**src/rtl/fb_pixel_write_if.sv**
```systemverilog
// Pixel-stream, clear-control and framebuffer write-port bundle for fb_pixel_write.
// The master side is the renderer/controller environment; the slave side is the write stage.
interface fb_pixel_write_if #(
    parameter int unsigned CORDW = 16,
    parameter int unsigned CIDXW = 4,
    parameter int unsigned ADDRW = 16
);
    // renderer pixel stream and throttle
    logic                    draw_en;
    logic signed [CORDW-1:0] x;
    logic signed [CORDW-1:0] y;
    logic        [CIDXW-1:0] cidx;
    logic                    drawing;
    logic                    oe;

    // full-screen fill control
    logic                    clear_start;
    logic        [CIDXW-1:0] clear_cidx;
    logic                    clear_busy;
    logic                    clear_done;

    // framebuffer BRAM write port
    logic                    fb_we;
    logic        [ADDRW-1:0] fb_addr;
    logic        [CIDXW-1:0] fb_cidx;

    modport master (
        output draw_en, x, y, cidx, drawing, clear_start, clear_cidx,
        input  oe, clear_busy, clear_done, fb_we, fb_addr, fb_cidx
    );

    modport slave (
        input  draw_en, x, y, cidx, drawing, clear_start, clear_cidx,
        output oe, clear_busy, clear_done, fb_we, fb_addr, fb_cidx
    );
endinterface

```
**src/rtl/fb_pixel_write.sv**
```systemverilog
// Framebuffer write stage: clips renderer pixels, maps (x,y) to a linear address in a
// 3-stage pipeline, and owns a full-screen fill that borrows the write port.
module fb_pixel_write #(
    parameter int unsigned CORDW  = 16,
    parameter int unsigned CIDXW  = 4,
    parameter int unsigned WIDTH  = 320,
    parameter int unsigned HEIGHT = 180,
    parameter int unsigned ADDRW  = $clog2(WIDTH*HEIGHT)
) (
    input  logic           clk,
    input  logic           rst,
    fb_pixel_write_if.slave bus
);

    localparam int unsigned NPIX   = WIDTH * HEIGHT;
    localparam int unsigned CNTW   = $clog2(NPIX + 1);
    localparam int unsigned DRAINW = 2;

    localparam logic signed [CORDW-1:0] X_LIM     = CORDW'(WIDTH);
    localparam logic signed [CORDW-1:0] Y_LIM     = CORDW'(HEIGHT);
    localparam logic signed [CORDW-1:0] CORD_ZERO = '0;
    localparam logic        [CNTW-1:0]  FILL_END  = CNTW'(NPIX);
    localparam logic        [DRAINW-1:0] DRAIN_LOAD = DRAINW'(2);

    typedef enum logic [1:0] {
        IDLE  = 2'd0,
        DRAIN = 2'd1,
        CLEAR = 2'd2,
        DONE  = 2'd3
    } state_e;

    // control state
    state_e              state_q,      state_d;
    logic [DRAINW-1:0]   drain_cnt_q,  drain_cnt_d;
    logic [CNTW-1:0]     fill_cnt_q,   fill_cnt_d;
    logic [CIDXW-1:0]    fill_cidx_q,  fill_cidx_d;
    logic                clear_busy_q, clear_busy_d;
    logic                clear_done_q, clear_done_d;

    // pipeline stage 1
    logic signed [CORDW-1:0] x1_q,    x1_d;
    logic signed [CORDW-1:0] y1_q,    y1_d;
    logic        [CIDXW-1:0] cidx1_q, cidx1_d;
    logic                    v1_q,    v1_d;

    // pipeline stage 2
    logic        [ADDRW-1:0] row2_q,  row2_d;
    logic signed [CORDW-1:0] x2_q,    x2_d;
    logic        [CIDXW-1:0] cidx2_q, cidx2_d;
    logic                    v2_q,    v2_d;

    // shared write-port registers (stage 3 / fill counter)
    logic                    fb_we_q,   fb_we_d;
    logic        [ADDRW-1:0] fb_addr_q, fb_addr_d;
    logic        [CIDXW-1:0] fb_cidx_q, fb_cidx_d;

    logic oe_int;
    logic in_bounds;

    assign oe_int = bus.draw_en && (state_q == IDLE);

    // clear sequencer; CLEAR keeps one tail cycle so the last fill write is on the bus
    always_comb begin
        state_d      = state_q;
        drain_cnt_d  = drain_cnt_q;
        fill_cnt_d   = fill_cnt_q;
        fill_cidx_d  = fill_cidx_q;

        unique case (state_q)
            IDLE: begin
                if (bus.clear_start) begin
                    fill_cidx_d = bus.clear_cidx;
                    drain_cnt_d = DRAIN_LOAD;
                    state_d     = DRAIN;
                end
            end
            DRAIN: begin
                if (drain_cnt_q == '0) begin
                    fill_cnt_d = '0;
                    state_d    = CLEAR;
                end else begin
                    drain_cnt_d = drain_cnt_q - DRAINW'(1);
                end
            end
            CLEAR: begin
                if (fill_cnt_q == FILL_END) begin
                    state_d = DONE;
                end else begin
                    fill_cnt_d = fill_cnt_q + CNTW'(1);
                end
            end
            DONE: begin
                state_d = IDLE;
            end
            default: begin
                state_d = IDLE;
            end
        endcase

        clear_busy_d = (state_d == DRAIN) || (state_d == CLEAR);
        clear_done_d = (state_d == DONE);
    end

    // pixel pipeline and write-port source select
    always_comb begin
        in_bounds = (bus.x >= CORD_ZERO) && (bus.x < X_LIM) &&
                    (bus.y >= CORD_ZERO) && (bus.y < Y_LIM);

        x1_d    = bus.x;
        y1_d    = bus.y;
        cidx1_d = bus.cidx;
        v1_d    = bus.drawing && oe_int && in_bounds;

        row2_d  = ADDRW'($unsigned(y1_q)) * ADDRW'(WIDTH);
        x2_d    = x1_q;
        cidx2_d = cidx1_q;
        v2_d    = v1_q;

        if (state_q == CLEAR) begin
            fb_we_d   = (fill_cnt_q != FILL_END);
            fb_addr_d = ADDRW'(fill_cnt_q);
            fb_cidx_d = fill_cidx_q;
        end else begin
            fb_we_d   = v2_q;
            fb_addr_d = row2_q + ADDRW'($unsigned(x2_q));
            fb_cidx_d = cidx2_q;
        end
    end

    always_ff @(posedge clk) begin
        if (rst) begin
            state_q      <= IDLE;
            drain_cnt_q  <= '0;
            fill_cnt_q   <= '0;
            fill_cidx_q  <= '0;
            clear_busy_q <= 1'b0;
            clear_done_q <= 1'b0;
            x1_q         <= '0;
            y1_q         <= '0;
            cidx1_q      <= '0;
            v1_q         <= 1'b0;
            row2_q       <= '0;
            x2_q         <= '0;
            cidx2_q      <= '0;
            v2_q         <= 1'b0;
            fb_we_q      <= 1'b0;
            fb_addr_q    <= '0;
            fb_cidx_q    <= '0;
        end else begin
            state_q      <= state_d;
            drain_cnt_q  <= drain_cnt_d;
            fill_cnt_q   <= fill_cnt_d;
            fill_cidx_q  <= fill_cidx_d;
            clear_busy_q <= clear_busy_d;
            clear_done_q <= clear_done_d;
            x1_q         <= x1_d;
            y1_q         <= y1_d;
            cidx1_q      <= cidx1_d;
            v1_q         <= v1_d;
            row2_q       <= row2_d;
            x2_q         <= x2_d;
            cidx2_q      <= cidx2_d;
            v2_q         <= v2_d;
            fb_we_q      <= fb_we_d;
            fb_addr_q    <= fb_addr_d;
            fb_cidx_q    <= fb_cidx_d;
        end
    end

    assign bus.oe         = oe_int;
    assign bus.clear_busy = clear_busy_q;
    assign bus.clear_done = clear_done_q;
    assign bus.fb_we      = fb_we_q;
    assign bus.fb_addr    = fb_addr_q;
    assign bus.fb_cidx    = fb_cidx_q;

endmodule
```
**src/flat_wrapper.sv**
```systemverilog
// flat-port wrapper written by rule: the top's interface ports become plain ports
module fb_pixel_write_flat 
#(
    parameter int unsigned CORDW  = 16,
    parameter int unsigned CIDXW  = 4,
    parameter int unsigned WIDTH  = 320,
    parameter int unsigned HEIGHT = 180,
    parameter int unsigned ADDRW  = $clog2(WIDTH*HEIGHT)
)
  (clk, rst, bus_draw_en, bus_x, bus_y, bus_cidx, bus_drawing, bus_clear_start, bus_clear_cidx, bus_oe, bus_clear_busy, bus_clear_done, bus_fb_we, bus_fb_addr, bus_fb_cidx);
  fb_pixel_write_if #(.CORDW(CORDW), .CIDXW(CIDXW), .ADDRW(ADDRW)) bus_i ();
  input  logic clk;
  input  logic rst;
  input wire logic [$bits(bus_i.draw_en)-1:0] bus_draw_en;
  input wire logic [$bits(bus_i.x)-1:0] bus_x;
  input wire logic [$bits(bus_i.y)-1:0] bus_y;
  input wire logic [$bits(bus_i.cidx)-1:0] bus_cidx;
  input wire logic [$bits(bus_i.drawing)-1:0] bus_drawing;
  input wire logic [$bits(bus_i.clear_start)-1:0] bus_clear_start;
  input wire logic [$bits(bus_i.clear_cidx)-1:0] bus_clear_cidx;
  output wire logic [$bits(bus_i.oe)-1:0] bus_oe;
  output wire logic [$bits(bus_i.clear_busy)-1:0] bus_clear_busy;
  output wire logic [$bits(bus_i.clear_done)-1:0] bus_clear_done;
  output wire logic [$bits(bus_i.fb_we)-1:0] bus_fb_we;
  output wire logic [$bits(bus_i.fb_addr)-1:0] bus_fb_addr;
  output wire logic [$bits(bus_i.fb_cidx)-1:0] bus_fb_cidx;
  assign bus_i.draw_en = bus_draw_en;
  assign bus_i.x = bus_x;
  assign bus_i.y = bus_y;
  assign bus_i.cidx = bus_cidx;
  assign bus_i.drawing = bus_drawing;
  assign bus_i.clear_start = bus_clear_start;
  assign bus_i.clear_cidx = bus_clear_cidx;
  assign bus_oe = bus_i.oe;
  assign bus_clear_busy = bus_i.clear_busy;
  assign bus_clear_done = bus_i.clear_done;
  assign bus_fb_we = bus_i.fb_we;
  assign bus_fb_addr = bus_i.fb_addr;
  assign bus_fb_cidx = bus_i.fb_cidx;
  fb_pixel_write #(.CORDW(CORDW), .CIDXW(CIDXW), .WIDTH(WIDTH), .HEIGHT(HEIGHT), .ADDRW(ADDRW)) u_core (.clk(clk), .rst(rst), .bus(bus_i));
endmodule
```
**config.mk**
```make
export PLATFORM = sky130hd
export DESIGN_NAME = fb_pixel_write_flat
export DESIGN_NICKNAME = d
export VERILOG_FILES = /design/src/rtl/fb_pixel_write_if.sv /design/src/rtl/fb_pixel_write.sv /design/src/flat_wrapper.sv
export SDC_FILE = /design/constraint.sdc
export NUM_CORES = 1
export LEC_CHECK = 0
export ABC_CLOCK_PERIOD_IN_PS = 2600
export BUFFER_PORTS_ARGS = -buffer_cell sky130_fd_sc_hd__buf_2
export CAP_MARGIN = 20
export CORE_UTILIZATION = 56
export DETAILED_ROUTE_END_ITERATION = 7
export PLACE_DENSITY = 0.79
export SLEW_MARGIN = 20
export SYNTH_ARGS = -nofsm -noshare
export SYNTH_HDL_FRONTEND = slang
export SYNTH_SLANG_ARGS = --single-unit
```
**constraint.sdc**
```tcl
create_clock -name clk -period 2.6 [get_ports clk]
set_clock_uncertainty 0.05 [all_clocks]
set_input_delay 0.26 -clock clk [delete_from_list [all_inputs] [get_ports clk]]
set_output_delay 0.26 -clock clk [all_outputs]
set_load 0.005 [all_outputs]
```
== Word-level counts from Yosys, hierarchy flattened ==
Cells that the tools add are included.

* Add/sub/neg operators: 3
* Multiply operators: 1
* Order comparisons: 4
* Equal/unequal tests: 12
* Mux-type cells: 13
* Reduce and logical (&&, ||, !) cells: 14

{| class="wikitable"
|+ Operators with widths
! operator !! count
|-
| two-way mux 16 bit || 3
|-
| >= comparator 16 x 1 -> 1 bit, second input constant || 2
|-
| one-hot mux 16 bit (2 select lines) || 1
|-
| adder 16 x 1 -> 16 bit, second input constant || 1
|-
| adder 16 bit || 1
|-
| == test 16 bit, second input constant || 1
|-
| less-than comparator 16 x 10 -> 1 bit, second input constant || 1
|-
| less-than comparator 16 x 9 -> 1 bit, second input constant || 1
|-
| multiplier 16 x 3 -> 10 bit, second input constant || 1
|-
| inequality test 16 bit, second input constant || 1
|-
| two-way mux 2 bit || 5
|-
| == test 2 bit, second input constant || 4
|-
| one-hot mux 2 bit (4 select lines) || 1
|-
| logical AND 1 bit || 6
|-
| inequality test 2 bit, second input constant || 3
|-
| AND reduction 3 bit || 2
|-
| == test 2 x 1 -> 1 bit, second input constant || 2
|-
| zero test 2 bit || 2
|-
| two-way mux 4 bit || 1
|-
| one-hot mux 2 bit (2 select lines) || 1
|-
| nonzero test 2 bit || 2
|-
| inequality test 2 x 1 -> 1 bit, second input constant || 1
|-
| AND reduction 2 bit || 1
|-
| subtractor 2 x 1 -> 2 bit, second input constant || 1
|-
| 2 further kinds || 2
|}

* Register bits after elaboration: 121
* Input port bits: 45
* Output and inout port bits: 24

== Logic depth before layout (Yosys ltp) ==
Gate-level depths: netlist of the first run.

* Depth after elaboration: 5
* Depth in mapped cells: 8
* Mapped depth without buffers: 8

== Least setup slack after synthesis of the first run ==
Ideal clock, no wire load.

* Kind: flip-flop to flip-flop
* Start: register u_core.x2_q[6]
* End: register u_core.fb_addr_q[14], in the netlist u_core.bus.fb_addr[14]
* Setup time: 0.132 ns
* Arrival time: 1.868 ns
* Required time: 2.418 ns
* Setup slack: 0.550 ns
* Cell stages (with the launch flop): 8
* Path buffers: 0
* Cell sequence: dfxtp_1 -> ha_1 -> fa_1 -> a21oi_1 -> o21ai_0 -> a21oi_1 -> nor3_1 -> or3b_2

* Word-level cells in the longest chain between the ends: 2

{| class="wikitable"
|+ Ends and longest elaborated chain
! item !! RTL line !! text
|-
| start, declared || fb_pixel_write.sv:48 || <nowiki>logic signed [CORDW-1:0] x2_q, x2_d;</nowiki>
|-
| start signal, assigned || fb_pixel_write.sv:143 || <nowiki>x2_q <= '0;</nowiki>
|-
| start signal, assigned || fb_pixel_write.sv:161 || <nowiki>x2_q <= x2_d;</nowiki>
|-
| adder 16 bit || fb_pixel_write.sv:125 || <nowiki>fb_addr_d = row2_q + ADDRW'($unsigned(x2_q));</nowiki>
|-
| two-way mux 16 bit || fb_pixel_write.sv:119 || <nowiki>if (state_q == CLEAR) begin</nowiki>
|-
| end signal, assigned || fb_pixel_write.sv:165 || <nowiki>fb_addr_q <= fb_addr_d;</nowiki>
|-
| end, declared || fb_pixel_write.sv:54 || <nowiki>logic [ADDRW-1:0] fb_addr_q, fb_addr_d;</nowiki>
|}

Every way passes these cells.
A chain may end at the register's enable or synchronous reset.

== Worst setup path in the final report of the first run ==
Ends and elaborated chain as after synthesis.

==> results of run 1 <==
[where the power goes]
group          switching (W)  internal (W)
clock network       0.000582      0.000461
logic               0.000420      0.000311
registers          0.0000449       0.00179
total                0.00105       0.00256
[worst register-to-register path, delay by kind of cell (launching register included)]
| family | cells | cell delay (ns) |
|---|---|---|
| AO/OA/AOI/OAI | 3 | 0.60 |
| adder cells (fa/ha/maj) | 2 | 0.61 |
| flip-flops | 1 | 0.32 |
| AND/OR/NAND/NOR | 2 | 0.53 |
[final cells by class]
cell class / instances / share of cell area [%]
multi-input combinational: 325 / 42.74
tap: 102 / 2.488
timing repair buffer: 73 / 7.416
clock inverter: 7 / 1.586
clock buffer: 9 / 2.415
sequential: 109 / 42.55
inverter: 11 / 0.8051
[metal layers]
| metal | vias to the layer above | track usage [%] |
|---|---|---|
| met5 | - | 0 |
| met4 | 0 | 5.469 |
| met3 | 8 | 4.643 |
| met2 | 79 | 34.70 |
| met1 | 1545 | 25.81 |
| li1 | 1716 | - |
[registers in the layout, indices dropped and copies added (netlist names), 4 cells and up]
register / flops
u_core.bus.fb_addr: 16
u_core.fill_cnt_q: 16
u_core.x1_q: 16
u_core.x2_q: 16
u_core.row2_q: 10
u_core.y1_q: 10
u_core.bus.fb_cidx: 4
u_core.cidx1_q: 4
u_core.cidx2_q: 4
u_core.fill_cidx_q: 4
[cells in the mapped netlist (all sizes together), types with 3 or more instances]
library cell	number	area [um2]
ha	29	362.9
a21oi	31	155.2
or3	3	18.77
nor3	4	31.28
nor2b	61	381.6
xor2	11	96.34
o21ai	11	55.05
nand2	34	127.6
nor2	38	142.6
buf	6	26.28
inv	11	41.29
nand2b	5	31.28
and2	3	18.77
mux2i	14	140.1
nor4bb	3	30.03
clkbuf	16	80.08
xnor2	7	61.31
nor4	7	43.79
o21bai	3	22.52
or4	3	22.52
nand3	15	75.07
a21o	4	31.28
nand4	8	71.32
dfxtp	109	2182
[cell families after synthesis]
logic type	count (synthesis)	synth area share [%]
AO/OA/AOI/OAI	63	8.273
XOR/XNOR	18	3.486
adder cells (fa/ha/maj)	31	8.910
buffers and inverters	33	3.265
flip-flops	109	48.26
multiplexers	14	3.099
AND/OR/NAND/NOR	199	24.71
[per-stage QoR]
stage | hold WS, ns | total power (W) | util (%) | setup slack [ns] | area, um2
5_1_grt | 0.03998 | 0.003802 | 66.03 | 0.2494 | 5129
4_1_cts | 0.03070 | 0.003626 | 66.03 | 0.3626 | 5129
6_report | 0.04580 | 0.003605 | 66.03 | 0.3779 | 5129
3_3_place_gp | 0.3699 | 0.002563 | 63.39 | 0.4616 | 4923
3_5_place_dp | 0.3718 | 0.002595 | 63.39 | 0.3868 | 4923
2_1_floorplan | 0.3203 | 0.002415 | - | 0.5497 | 4522
[cell usage in the layout (no fill, tap or decap), types with 3 or more instances in the layout]
cell | netlist | layout
xor2_1 | 11 | 11
buf_2 | 0 | 67
and2_1 | 3 | 3
nor4_1 | 7 | 7
ha_1 | 29 | 29
nand2_1 | 34 | 34
dfxtp_1 | 109 | 109
nor4bb_1 | 3 | 3
mux2i_1 | 14 | 14
inv_1 | 11 | 11
nor2_1 | 38 | 38
or4_1 | 3 | 3
nand4_1 | 6 | 6
nand3_1 | 15 | 15
nor3_1 | 3 | 3
o21ai_0 | 11 | 11
or3_1 | 3 | 3
buf_4 | 1 | 6
clkbuf_8 | 2 | 9
a21oi_1 | 31 | 31
nand2b_1 | 5 | 5
nor2b_1 | 61 | 61
o21bai_1 | 3 | 3
xnor2_1 | 7 | 7
a21o_1 | 3 | 3
[worst min-delay path by stage]
stage | cells past startpoint | to | slack, ns
3_5_place_dp | 1 | u_core.cidx2_q[2] | 0.37
3_3_place_gp | 1 | u_core.cidx2_q[1] | 0.37
2_1_floorplan | 1 | u_core.v1_q | 0.32
5_1_grt | 2 | u_core.cidx1_q[3] | 0.04
6_report | 2 | u_core.cidx1_q[1] | 0.05
4_1_cts | 2 | u_core.cidx1_q[1] | 0.03
==> flow_summary_export.csv, run 1 <==
group,metric,value,unit
status,outcome,"finished, final reports clean",
timing,drv_slew,0,
routing,wl_met1,3598,um
die,die_h,91.86,um
global_routing,grt_usage,20.34,%
worst_hold_path,holdCritStartpoint,"bus_cidx[1]",
setup_path,path_max_fanout,4,
setup_path,arrival,2.42,ns
yosys,synth_edf_count,0,
placement,io_buffers,68,
routing,drtAntennaViolNets,0,
layout,drive_gt1_share,18.35,%
timing,finalHoldViolations,0,
setup_path,rrSetupSlack,0.38,ns
layout,multi_input_area,2192,um2
setup_path,worstPathRequired,2.79,ns
layout,area_growth,13.42,%
yosys,yosys_warnings,0,
global_routing,grt_pass1_wl,13750,um
yosys,avgSynthCellArea,9.683,um2
die,top_level_ports,69,
die,die_area,8438,um2
timing,setup_viol,0,
cts,root_buffer,"clkbuf_8",
timing,fin_setup_tns,0,ns
timing,finalCritPeriodShare,85.47,%
timing,fmaxAchievable,450.0,MHz
setup_path,slowest_delay,0.44,ns
cts,cts_resized,0,
yosys,synth-seq-cells,109,
run,maxCapViolations,0,
routing,drt-vias-per-instance,5.264,
yosys,ys_types,52,
timing,min_period,2.222,ns
yosys,syn-instance-count,467,
global_routing,antenna_found_initial,0,
placement,gp_congestion,0.8118,
setup_path,crit_path_start,"u_core.x2_q[6]",
routing,vias,3348,
cts,clk_latency,0.36,ns
setup_path,timing.critical_path.mode_cell,"a21oi_1",
cts,cts_setup_buffers,0,
power_and_ir_drop,power_density,702.8,nW/um2
die,placeableCoreArea,7767,um2
die,start_util,58.22,%
routing,wl,8121,um
setup_path,startpoint_type,"register",
setup_path,crit_cells,7,
cts,tritoncts,"done",
setup_path,path_cells,"ha_1, fa_1, a21oi_1, o21ai_0, a21oi_1, nor3_1, or3b_2",
cts,cts_max_path_buffers,2,
routing,first_pass_iters,4,
placement,hpwl,5893,um
cts,cts_sinks,109,
die,row_count,32,
yosys,async_flop_share,0,%
layout,seq_area,2182,um2
routing,wire_per_inst,12.77,um
timing,worst_slew_pin_slew,0.7273,ns
setup_path,ff2ff_path_depth,7,
layout,fin_cells,636,
routing,wl_met2,4071,um
layout,final.fill_count,647,
setup_path,r2r_start,"u_core.x2_q[6]",
yosys,synthFlopType,"dfxtp_1",
setup_path,critPathKind,"reg -> reg",
setup_path,critPathTopFamily,"adder cells",
routing,wl_met3,361,um
power_and_ir_drop,peakVddDrop,0.3530,mV
routing,drt_iter0_drc,123,
setup_path,crit_path_top_delay_cell,"or3b_2",
global_routing,grt_max_degree,78,
power_and_ir_drop,p_leak,2.254,nW
global_routing,first_global_vias,3081,
cts,htree_levels,3,
worst_hold_path,hp-class,"in -> reg",
yosys,yosysSeqAreaShare,48.26,%
setup_path,path_buf_inv,0,
yosys,syn_area,4522,um2
routing,routed.top_layer,"met4",
cts,cts_buffers,9,
cts,cts.clk_slew.worst_paths,0.11,ns
timing,rsz0062_at_grt,"false",
setup_path,worst_setup_path_end_kind,"register",
global_routing,overflow,0,
layout,insertedDiodeCount,0,
yosys,syn_nets,543,
die,die_x,91.86,um
setup_path,rr_endpoint,"u_core.bus.fb_addr[14]",
layout,final_nets,605,
placement,place_inst,620,
cts,cts_hold_buffers,0,
routing,drc,0,
setup_path,critPathCapture,"u_core.bus.fb_addr[14]",
timing,relSlewSlack,51.51,%
Note: power is estimated with default switching activity, not from simulation.
==> run 2, diff against run 1 <==
--- a/config.mk
+++ b/config.mk
@@ -8,6 +8,7 @@
 export ABC_CLOCK_PERIOD_IN_PS = 2600
 export BUFFER_PORTS_ARGS = -buffer_cell sky130_fd_sc_hd__buf_2
 export CAP_MARGIN = 20
+export CORE_MARGIN = 1.5
 export CORE_UTILIZATION = 56
 export DETAILED_ROUTE_END_ITERATION = 7
 export PLACE_DENSITY = 0.79
==> run 2 against run 1 <==
  * Global-route usage decreased by 0.26 points
  * Die area increased by 2.2%
  * Register-to-register slack got worse by 0.03 ns
  * Fmax decreased by 1.4%
  * Utilization decreased by 0.31 points
  * First-iteration DRC count decreased by 5.7%
  * Critical path depth increased by 1
  * Sequential share of layout area increased by 0.20 points
  * Via count unchanged
  * Design area decreased by 0.46%
  * Hold slack got worse by 0.0020 ns
  * Count of clock-buffer cells in the layout increased by 1
  * Critical endpoint is now u_core.row2_q[15]
  * Largest cell class unchanged
==> flow_summary_export.csv, run 2 (synthesis results as in run 1) <==
group,metric,value,unit
status,outcome,"finished, final reports clean",
setup_path,startpoint_type,"register",
layout,insertedDiodeCount,0,
routing,wl,7925,um
layout,final.fill_count,647,
timing,worst_slew_pin_slew,0.6787,ns
cts,cts_max_path_buffers,2,
setup_path,crit_path_top_delay_cell,"fa_1",
setup_path,critPathKind,"reg -> reg",
setup_path,worstPathRequired,2.79,ns
placement,hpwl,5806,um
timing,setup_viol,0,
routing,drt-vias-per-instance,5.264,
cts,cts.clk_slew.worst_paths,0.10,ns
timing,fmaxAchievable,443.7,MHz
timing,finalCritPeriodShare,86.68,%
placement,io_buffers,68,
die,die_h,92.86,um
placement,gp_congestion,0.8399,
setup_path,slowest_delay,0.41,ns
power_and_ir_drop,p_leak,2.248,nW
setup_path,ff2ff_path_depth,8,
layout,final_common_cell,"dfxtp_1",
cts,cts_sinks,109,
layout,drive_gt1_share,18.35,%
cts,cts_buffers,9,
cts,htree_levels,3,
cts,cts_setup_buffers,0,
global_routing,grt_pass1_wl,13870,um
routing,drtAntennaViolNets,0,
routing,drc,0,
routing,first_pass_iters,7,
global_routing,grt_usage,20.08,%
die,start_util,58.22,%
layout,final_nets,605,
die,row_count,32,
timing,fin_setup_tns,0,ns
layout,final_util,65.72,%
global_routing,overflow,0,
die,die_x,92.86,um
setup_path,path_max_fanout,2,
timing,finalHoldViolations,0,
worst_hold_path,hp-class,"in -> reg",
cts,cts_hold_buffers,0,
layout,final_cell_mix,"109 x dfxtp_1, 67 x buf_2, 61 x nor2b_1",
power_and_ir_drop,peakVddDrop,0.4048,mV
cts,root_buffer,"clkbuf_8",
setup_path,timing.critical_path.mode_cell,"ha_1",
die,top_level_ports,69,
routing,drt_iter0_drc,116,
cts,cts_resized,0,
die,placeableCoreArea,7767,um2
power_and_ir_drop,power_density,685.7,nW/um2
setup_path,path_cells,"ha_1, ha_1, fa_1, a21o_1, a21oi_1, o21ai_0, xnor2_1, nor2_1",
run,maxCapViolations,0,
timing,rsz0062_at_grt,"false",
cts,clk_latency,0.36,ns
routing,wire_per_inst,12.46,um
global_routing,grt_max_degree,74,
timing,relSlewSlack,54.75,%
setup_path,arrival,2.44,ns
cts,tritoncts,"done",
global_routing,first_global_vias,3255,
worst_hold_path,holdPathStages,2,
timing,min_period,2.254,ns
global_routing,antenna_found_initial,0,
routing,vias,3348,
die,die_area,8623,um2
layout,area_growth,12.89,%
setup_path,worst_setup_path_end_kind,"register",
timing,drv_slew,0,
run 2: routing by layer:
layer	track usage [%]	vias up	wire [um]
met5	0	-	0
met4	6.692	0	101
met3	4.762	10	409
met2	34.98	94	3880
met1	24.17	1526	3534
li1	-	1718	-
run 2: final timing paths:
check | endpoint | slack [ns] | from
min | u_core.cidx1_q[2] | 0.04 | bus_cidx[2]
max | u_core.row2_q[15] | 0.35 | u_core.y1_q[1]
max reg2reg | u_core.row2_q[15] | 0.35 | u_core.y1_q[1]
min reg2reg | u_core.x2_q[8] | 0.40 | u_core.x1_q[8]
run 2: report_power, final:
group / internal, W / leakage, nW / total [W] / switching [W]
logic: 0.000311 / 1.26 / 0.000731 / 0.000420
registers: 0.00179 / 0.896 / 0.00183 / 0.0000450
clock network: 0.000382 / 0.0935 / 0.000938 / 0.000557
total: 0.00248 / 2.25 / 0.00350 / 0.00102
run 2: layout make-up:
class | count | area (um2) | share of cell area (%)
well taps | 102 | 127.6 | 2.500
inverters | 11 | 41.29 | 0.8088
multi-input cells | 325 | 2192 | 42.94
repair buffers | 73 | 380.4 | 7.451
clock inverters | 6 | 43.79 | 0.8578
flip-flops and latches | 109 | 2182 | 42.75
clock buffers | 10 | 137.6 | 2.696
run 2: critical path, delay by kind of cell (launching register included):
family,cells,cell delay [ns]
fa+ha+maj,3,0.94
xor+xnor,1,0.17
compound gates,3,0.59
flops,1,0.33
simple gates,1,0.05
run 2: stage by stage:
step | total power [W] | cells | hold slack (ns) | area (um2) | worst slack [ns]
after floorplan | 0.002415 | 467 | 0.3203 | 4522 | 0.5497
after global placement | 0.002562 | 620 | 0.3679 | 4923 | 0.4750
after detailed placement | 0.002592 | 620 | 0.3756 | 4923 | 0.3567
after CTS | 0.003518 | 636 | 0.03032 | 5105 | 0.3377
after global routing | 0.003699 | 636 | 0.03766 | 5105 | 0.2134
final | 0.003500 | 636 | 0.04380 | 5105 | 0.3464
